## config.mk

```make
export PLATFORM = sky130hd
export DESIGN_NAME = mcycle_seq
export DESIGN_NICKNAME = d
export VERILOG_FILES = /design/src/rtl/mcycle_pkg.sv /design/src/rtl/mcycle_phase_cnt.sv /design/src/rtl/mcycle_seq.sv
export SDC_FILE = /design/constraint.sdc
export NUM_CORES = 1
export LEC_CHECK = 0
export ABC_AREA = 1
export CAP_MARGIN = 15
export CELL_PAD_IN_SITES_DETAIL_PLACEMENT = 0
export CELL_PAD_IN_SITES_GLOBAL_PLACEMENT = 2
export CORE_MARGIN = 8
export CORE_UTILIZATION = 27
export CTS_CLUSTER_DIAMETER = 80
export DETAILED_ROUTE_END_ITERATION = 10
export GPL_ROUTABILITY_DRIVEN = 0
export PLACE_DENSITY_LB_ADDON = 0.15
export SLEW_MARGIN = 20
export SYNTH_ARGS = -nofsm -noshare
export SYNTH_HDL_FRONTEND = slang
export SYNTH_SLANG_ARGS = --single-unit
```

## constraint.sdc

```tcl
create_clock -name clk -period 1.9 [get_ports clk]
set_input_delay 0.38 -clock clk [delete_from_list [all_inputs] [get_ports clk]]
set_output_delay 0.38 -clock clk [all_outputs]
set_load 0.01 [all_outputs]
```

## src/rtl/mcycle_pkg.sv

```systemverilog
// Shared constants for the machine-cycle sequencer: phase-count windows,
// fetch slot positions, FSM state encoding and S1..S6 state codes.
package mcycle_pkg;

  // Twelve oscillator clocks make one machine cycle (six states of two phases)
  localparam int         CLK_PER_MC = 12;
  localparam logic [3:0] CNT_LAST   = 4'(CLK_PER_MC - 1);

  // Opcode/operand fetch slots inside a machine cycle
  localparam logic [3:0] SLOT0_CNT  = 4'd4;
  localparam logic [3:0] SLOT1_CNT  = 4'd10;

  // Phase count at which the decoder's length/cycle fields are captured
  localparam logic [3:0] REG_CNT    = 4'd5;

  // Two ALE pulses per machine cycle
  localparam logic [3:0] ALE_A_LO   = 4'd1;
  localparam logic [3:0] ALE_A_HI   = 4'd2;
  localparam logic [3:0] ALE_B_LO   = 4'd7;
  localparam logic [3:0] ALE_B_HI   = 4'd8;

  // Two PSEN low windows per machine cycle (external program fetch only)
  localparam logic [3:0] PSEN_A_LO  = 4'd3;
  localparam logic [3:0] PSEN_A_HI  = 4'd5;
  localparam logic [3:0] PSEN_B_LO  = 4'd9;
  localparam logic [3:0] PSEN_B_HI  = 4'd11;

  // Sequencer control states
  typedef enum logic [1:0] {
    ST_IDLE = 2'd0,
    ST_RUN  = 2'd1,
    ST_HOLD = 2'd2
  } fsm_state_t;

  // Machine-cycle state codes presented on the state output
  localparam logic [2:0] S1 = 3'd1;
  localparam logic [2:0] S2 = 3'd2;
  localparam logic [2:0] S3 = 3'd3;
  localparam logic [2:0] S4 = 3'd4;
  localparam logic [2:0] S5 = 3'd5;
  localparam logic [2:0] S6 = 3'd6;

  // True when cnt lies in the inclusive window lo..hi
  function automatic logic in_window(input logic [3:0] cnt,
                                     input logic [3:0] lo,
                                     input logic [3:0] hi);
    return (cnt >= lo) && (cnt <= hi);
  endfunction

  // Maps the phase-pair index (cnt/2) onto S1..S6
  function automatic logic [2:0] state_code(input logic [2:0] pair);
    case (pair)
      3'd0:    return S1;
      3'd1:    return S2;
      3'd2:    return S3;
      3'd3:    return S4;
      3'd4:    return S5;
      3'd5:    return S6;
      default: return S1;
    endcase
  endfunction

endpackage

```

## src/rtl/mcycle_phase_cnt.sv

```systemverilog
// Mod-12 phase counter with enable and synchronous clear; wrap flags the
// last phase of a machine cycle while counting.
module mcycle_phase_cnt
  import mcycle_pkg::*;
(
  input  logic       clk,
  input  logic       reset,
  input  logic       en,
  input  logic       clr,
  output logic [3:0] cnt,
  output logic       wrap
);

  assign wrap = en && (cnt == CNT_LAST);

  // Advance the phase count, folding back to 0 after the last phase
  always_ff @(posedge clk or posedge reset) begin
    if (reset) begin
      cnt <= '0;
    end else if (clr) begin
      cnt <= '0;
    end else if (en) begin
      cnt <= wrap ? 4'd0 : cnt + 4'd1;
    end
  end

endmodule

```

## src/rtl/mcycle_seq.sv

```systemverilog
// Machine-cycle sequencer: generates ALE/PSEN timing and the instruction
// register, program counter, operand and execute strobes for 1..3 byte,
// 1/2/4 machine-cycle instructions, with a hold stall at instruction end.
// Optional feature: define MCYCLE_SEQ_INSTR_CNT_EN to add a 16-bit
// retired-instruction counter on output instr_cnt.
module mcycle_seq
  import mcycle_pkg::*;
(
  input  logic        clk,
  input  logic        reset,
  input  logic        EA,
  input  logic        hold,
  input  logic [1:0]  ins_bytes,
  input  logic [1:0]  ins_cycles,
  output logic        ALE,
  output logic        PSEN,
  output logic        IR_en,
  output logic        PC_en,
  output logic [1:0]  opnd_en,
  output logic        exec_en,
  output logic [2:0]  state,
  output logic        phase,
  output logic [1:0]  mc_idx
`ifdef MCYCLE_SEQ_INSTR_CNT_EN
  ,
  output logic [15:0] instr_cnt
`endif
);

  fsm_state_t fsm_q;
  fsm_state_t fsm_d;

  logic       run;
  logic [3:0] cnt;
  logic       wrap;

  logic [1:0] bytes_q;
  logic [1:0] cycles_q;
  logic [1:0] eff_bytes;
  logic [1:0] dec_cycles_m1;
  logic [1:0] min_cycles_m1;
  logic [1:0] eff_cycles_m1;

  logic       fetch_slot;
  logic [2:0] fetch_idx;

  assign run = (fsm_q == ST_RUN);

  mcycle_phase_cnt u_phase_cnt (
    .clk   (clk),
    .reset (reset),
    .en    (run),
    .clr   (!run),
    .cnt   (cnt),
    .wrap  (wrap)
  );

  // Effective length and cycle count; a 3-byte instruction needs two cycles
  always_comb begin
    eff_bytes     = (bytes_q == 2'd0) ? 2'd1 : bytes_q;
    dec_cycles_m1 = cycles_q[1] ? 2'd3 : {1'b0, cycles_q[0]};
    min_cycles_m1 = (eff_bytes == 2'd3) ? 2'd1 : 2'd0;
    eff_cycles_m1 = (dec_cycles_m1 > min_cycles_m1) ? dec_cycles_m1 : min_cycles_m1;
  end

  assign exec_en = wrap && (mc_idx == eff_cycles_m1);

  // FSM state register
  always_ff @(posedge clk or posedge reset) begin
    if (reset) begin
      fsm_q <= ST_IDLE;
    end else begin
      fsm_q <= fsm_d;
    end
  end

  // Next state: start after reset, stall only at an instruction boundary
  always_comb begin
    fsm_d = fsm_q;
    case (fsm_q)
      ST_IDLE: fsm_d = ST_RUN;
      ST_RUN:  if (exec_en && hold) fsm_d = ST_HOLD;
      ST_HOLD: if (!hold) fsm_d = ST_RUN;
      default: fsm_d = ST_IDLE;
    endcase
  end

  // Machine-cycle index within the current instruction
  always_ff @(posedge clk or posedge reset) begin
    if (reset) begin
      mc_idx <= '0;
    end else if (!run) begin
      mc_idx <= '0;
    end else if (wrap) begin
      mc_idx <= exec_en ? 2'd0 : mc_idx + 2'd1;
    end
  end

  // Capture the decoder's length and cycle fields once the opcode has landed
  always_ff @(posedge clk or posedge reset) begin
    if (reset) begin
      bytes_q  <= '0;
      cycles_q <= '0;
    end else if (run && (cnt == REG_CNT) && (mc_idx == 2'd0)) begin
      bytes_q  <= ins_bytes;
      cycles_q <= ins_cycles;
    end
  end

  assign fetch_slot = run && ((cnt == SLOT0_CNT) || (cnt == SLOT1_CNT));
  assign fetch_idx  = {mc_idx, (cnt == SLOT1_CNT)};

  // Bus timing and load strobes decoded from the phase count and cycle index
  always_comb begin
    ALE     = 1'b0;
    PSEN    = 1'b1;
    IR_en   = 1'b0;
    PC_en   = 1'b0;
    opnd_en = 2'b00;
    state   = S1;
    phase   = 1'b0;
    if (run) begin
      state = state_code(cnt[3:1]);
      phase = cnt[0];
      ALE   = in_window(cnt, ALE_A_LO, ALE_A_HI) || in_window(cnt, ALE_B_LO, ALE_B_HI);
      PSEN  = !(!EA && (in_window(cnt, PSEN_A_LO, PSEN_A_HI) ||
                        in_window(cnt, PSEN_B_LO, PSEN_B_HI)));
      if (fetch_slot) begin
        case (fetch_idx)
          3'd0: begin
            IR_en = 1'b1;
            PC_en = 1'b1;
          end
          3'd1: begin
            if (eff_bytes >= 2'd2) begin
              opnd_en = 2'b01;
              PC_en   = 1'b1;
            end
          end
          3'd2: begin
            if (eff_bytes == 2'd3) begin
              opnd_en = 2'b10;
              PC_en   = 1'b1;
            end
          end
          default: ;
        endcase
      end
    end
  end

`ifdef MCYCLE_SEQ_INSTR_CNT_EN
  // Retired-instruction count, wrapping naturally at 16 bits
  always_ff @(posedge clk or posedge reset) begin
    if (reset) begin
      instr_cnt <= '0;
    end else if (exec_en) begin
      instr_cnt <= instr_cnt + 16'd1;
    end
  end
`endif

endmodule

```

==> metrics.md <==
| Metric | Value |
|---|---|
| Share of cells above drive strength 1 | 0.5000 |
| Register area share after synthesis | 0.3493 |
| Synth top area cells | dfrtp_1 (35%), nand2_1 (12%), ha_1 (8.7%) |
| Die height | roughly 72 microns |
| Final setup vio count | 1 |
| Part of the power in registers | 0.169 |
| Period utilisation layout | 1.093 |
| Crit. End Element | output port |
| Initial antenna violation count | 0 |
| Adder-Cell Fraction of Synth Area | 0.08734 |
| Inserted Clock Buffers | 3 |
| FMAX | slightly below 500 MHz |
| Relative slew slack | 0.6921 |
| Starting density of the core | 0.2816 |
| FILL cells | between 200 and 300 |
| Synth Cell Area | around 860 sq um |
| Worst VDD drop | 745.9 uV |
| Detail Route Antenna Nets | 0 |
| Clock Latency Late Sink | about 260 ps |
| #FFs+latches synth | 12 |
| Core area | roughly 0.0031 sq mm |
| Worst-path clk slew | 60 ps |
| Switch Pwr | ~0.0012 W |
| WL/cell | between 10 and 15 microns |
| P_leak | about 0.75 nW |
| Clock buffer depth | 2 |
| Slowest CP cell | dfrtp_1 |
| Cell Count Post-Placement | 206 |
| Inserted Diodes | 0 |
| Synth Area in Simple Gates | 0.3261 |
| Maxcap violations | 0 |
| Wire length on met1 | 1094 microns |
| CP max stage delay | ~400 ps |
| Total number of vias | roughly 940 |
| Global-route wire length before repair | around 4400 microns |
| CP Data Arrival Time | about 1700 ps |
| Number of global-route vias before repair | about 990 |
| Largest net degree at the start of global routing | 13 |
| Post-synthesis xor/xnor area fraction | 0.03057 |
| Vias per cell | roughly 4.3 |
| Main synth FF type | dfrtp_1 |
| P per Cell Area | ~1800 mW/mm^2 |
| Final Critical Period | between 2000 and 2500 ps |
| Drt total wl | ~2600 microns |
| Asr flop ratio synth | 1.000 |
| Placement Rows | 20 |
| Crit path required time | between 1500 and 2000 ps |
| Result of the run | complete, but fails checks |
| Total Nets Final | approximately 190 |
| Compound-Gate Fraction of Synth Area | 0.08443 |
| Setup_tns | -176.6 ps |
| HPWL Detailed | about 2000 microns |
| Fin Clk Skew | roughly 0.54 ps |
| Io pins | 21 |
| Worst Path Class, Setup | flop to output port |
| Slew @ Worst Pin | roughly 460 ps |
| Slack of the critical path | -176.6 ps |
| Unique cell type count in the Yosys netlist | 20 |
| Residual DRC | 0 |
| Pre-antenna DRT Iters | 4 |
| Warning count from the yosys run | 0 |
| Dominant cell type by area after synthesis | dfrtp_1 |
| Mux cell area share after synthesis | 0.03493 |
| Clock power frac | 0.052 |
| List of most frequent post-synthesis cells | nand2_1 (28), inv_1 (17), nor2_1 (15) |
| Wire length on met3 | around 130 microns |
| Top-count cell post-synth | nand2_1 |
| Gr usage total | 0.1043 |
| Cell Count, Final, Fillers Out | roughly 220 |
| Die Span X | between 70 and 80 microns |
| Int Power | around 0.0015 W |
| Hold WS | between 400 and 500 ps |
| CTS root buffer | clkbuf_4 |
| Switch share | 0.4465 |
| Min-delay worst type | primary input to async pin |
| CTS tree | built |
| Max-slew violation count | 0 |
| Final-report hold violation count | 0 |
| Post-synth EDFFs | 0 |
| Combinational power share | 0.778 |
| CTS Sinks | 12 |
| H-tree levels | 1 |
| Failing checks | setup timing |
| Worst-path cell chain | nand2_2 > inv_2 > ha_4 > nor2_1 > nand2_1 > nand2_1 > nand2_1 > nand3_2 > nor3_2 > buf_2 |
| DIE AREA | approximately 0.0052 sq mm |
| Most used cell, CP | nand2_1 |
| Max FO, Critical Path | 3 |
| Post-synthesis cell count | around 110 |
| Gr ovfl total | 0 |
| Met2 wire length | between 1000 and 1500 microns |
| DR top layer | met4 |
| Largest family of logic cells by synthesized area | simple AND/OR/NAND/NOR gates |
| # port buffers | 20 |
| Top cell type's share of synthesized area | 0.3493 |
| Synthesis-to-layout area growth | 75.55% |
| RSZ-0062 raised after global routing | yes |
| Drt first-iter violations | 13 |
| Mapped Nets | 128 |
| Crit start category | flop |
| Mean Syn Cell Area | 7.540 sq um |
## routing by layer
metal	vias to the layer above	GRT usage
met1	431	0.1139
met5	-	0
met4	0	0.02000
met2	16	0.1896
li1	487	-
met3	4	0.03581
## worst max-delay path: cells and delay by family, from the launching register on
kind | cells | cell delay, ps
DFF | 1 | 400
buffers and inverters | 2 | 210
adders and majority gates | 1 | 260
and+or+nand+nor | 7 | 560
## worst paths after layout
kind | end | startpoint | slack [ps] | cells after the start
setup / recovery | exec_en | bytes_q[0] | -180 | 10
hold / removal | fsm_q[1] | reset | 430 | 2
setup reg to reg | mc_idx[1] | bytes_q[0] | 310 | 11
hold reg to reg | fsm_q[1] | fsm_q[0] | 510 | 1
max in group asynchronous | u_phase_cnt.cnt[3] | reset | 1130 | 2
min in group clk | fsm_q[1] | fsm_q[0] | 510 | 1
## registers in the layout, summed over array words and instances, names as in the netlist
register / flops
fsm_q: 2
u_phase_cnt.cnt: 4
bytes_q: 2
mc_idx: 2
cycles_q: 2
## power by group through the flow
| stage | clock network, W | logic, W | registers, W |
|---|---|---|---|
| 3_3_place_gp | 0 | 0.00175 | 0.000450 |
| 4_1_cts | 0.000155 | 0.00191 | 0.000447 |
| 6_report | 0.000143 | 0.00212 | 0.000463 |
| 5_1_grt | 0.000163 | 0.00234 | 0.000478 |
| 3_5_place_dp | 0 | 0.00176 | 0.000452 |
| 2_1_floorplan | 0 | 0.000855 | 0.000460 |
## layout make-up
class	instances	area (sq um)	share of cell area
clock buffers	3	22.52	0.01493
inverters	20	77.57	0.05141
well taps	44	55.05	0.03648
repair buffers	55	437.9	0.2902
flip-flops and latches	12	301.5	0.1998
multi-input cells	82	614.3	0.4071
## through the flow
| stage | setup WS [ps] | total power [W] | util | area [sq um] |
|---|---|---|---|---|
| after global placement | -385.7 | 0.002198 | 0.4340 | 1325 |
| after detailed placement | -406.3 | 0.002214 | 0.4340 | 1325 |
| final | -176.6 | 0.002730 | 0.4943 | 1509 |
| after floorplan | 70.78 | 0.001315 | - | 859.6 |
| after CTS | -222.3 | 0.002515 | 0.4652 | 1420 |
| after global routing | -297.6 | 0.002979 | 0.4943 | 1509 |
## cell families after synthesis
logic type | after synthesis
and+or+nand+nor | 59
buffers and inverters | 20
AOI/OAI and AO/OA | 12
DFF | 12
adders and majority gates | 6
xor gates and xnor gates | 3
muxes | 2
## cell usage in the layout, fill, tap and decap left out
cell type / instances
buf_4: 31
nand2_1: 16
nor2_1: 15
dfrtp_1: 11
inv_2: 10
nand2_2: 10
inv_1: 9
clkdlybuf4s50_1: 9
nand3_1: 7
buf_2: 7
ha_4: 5
a21oi_1: 4
buf_6: 4
o21ai_0: 3
clkbuf_4: 3
nor2_4: 2
xnor2_1: 2
nand3_2: 2
nand4_1: 2
nand2_4: 2
a31oi_1: 2
o2111ai_2: 2
mux2_4: 2
dlygate4sd2_1: 2
nand4_4: 1
a211oi_1: 1
nor3_2: 1
xor2_1: 1
nor4_2: 1
inv_4: 1
ha_1: 1
dlymetal6s2s_1: 1
clkbuf_2: 1
dfrtp_2: 1
## repair_timing
action	CTS	global route
gates cloned	0	0
hold buffers	0	0
pin swaps	7	11
endpoints found under the setup margin	11	9
setup buffers	7	1
resized for setup	52	26
Note: power is estimated with default switching activity, not from simulation.
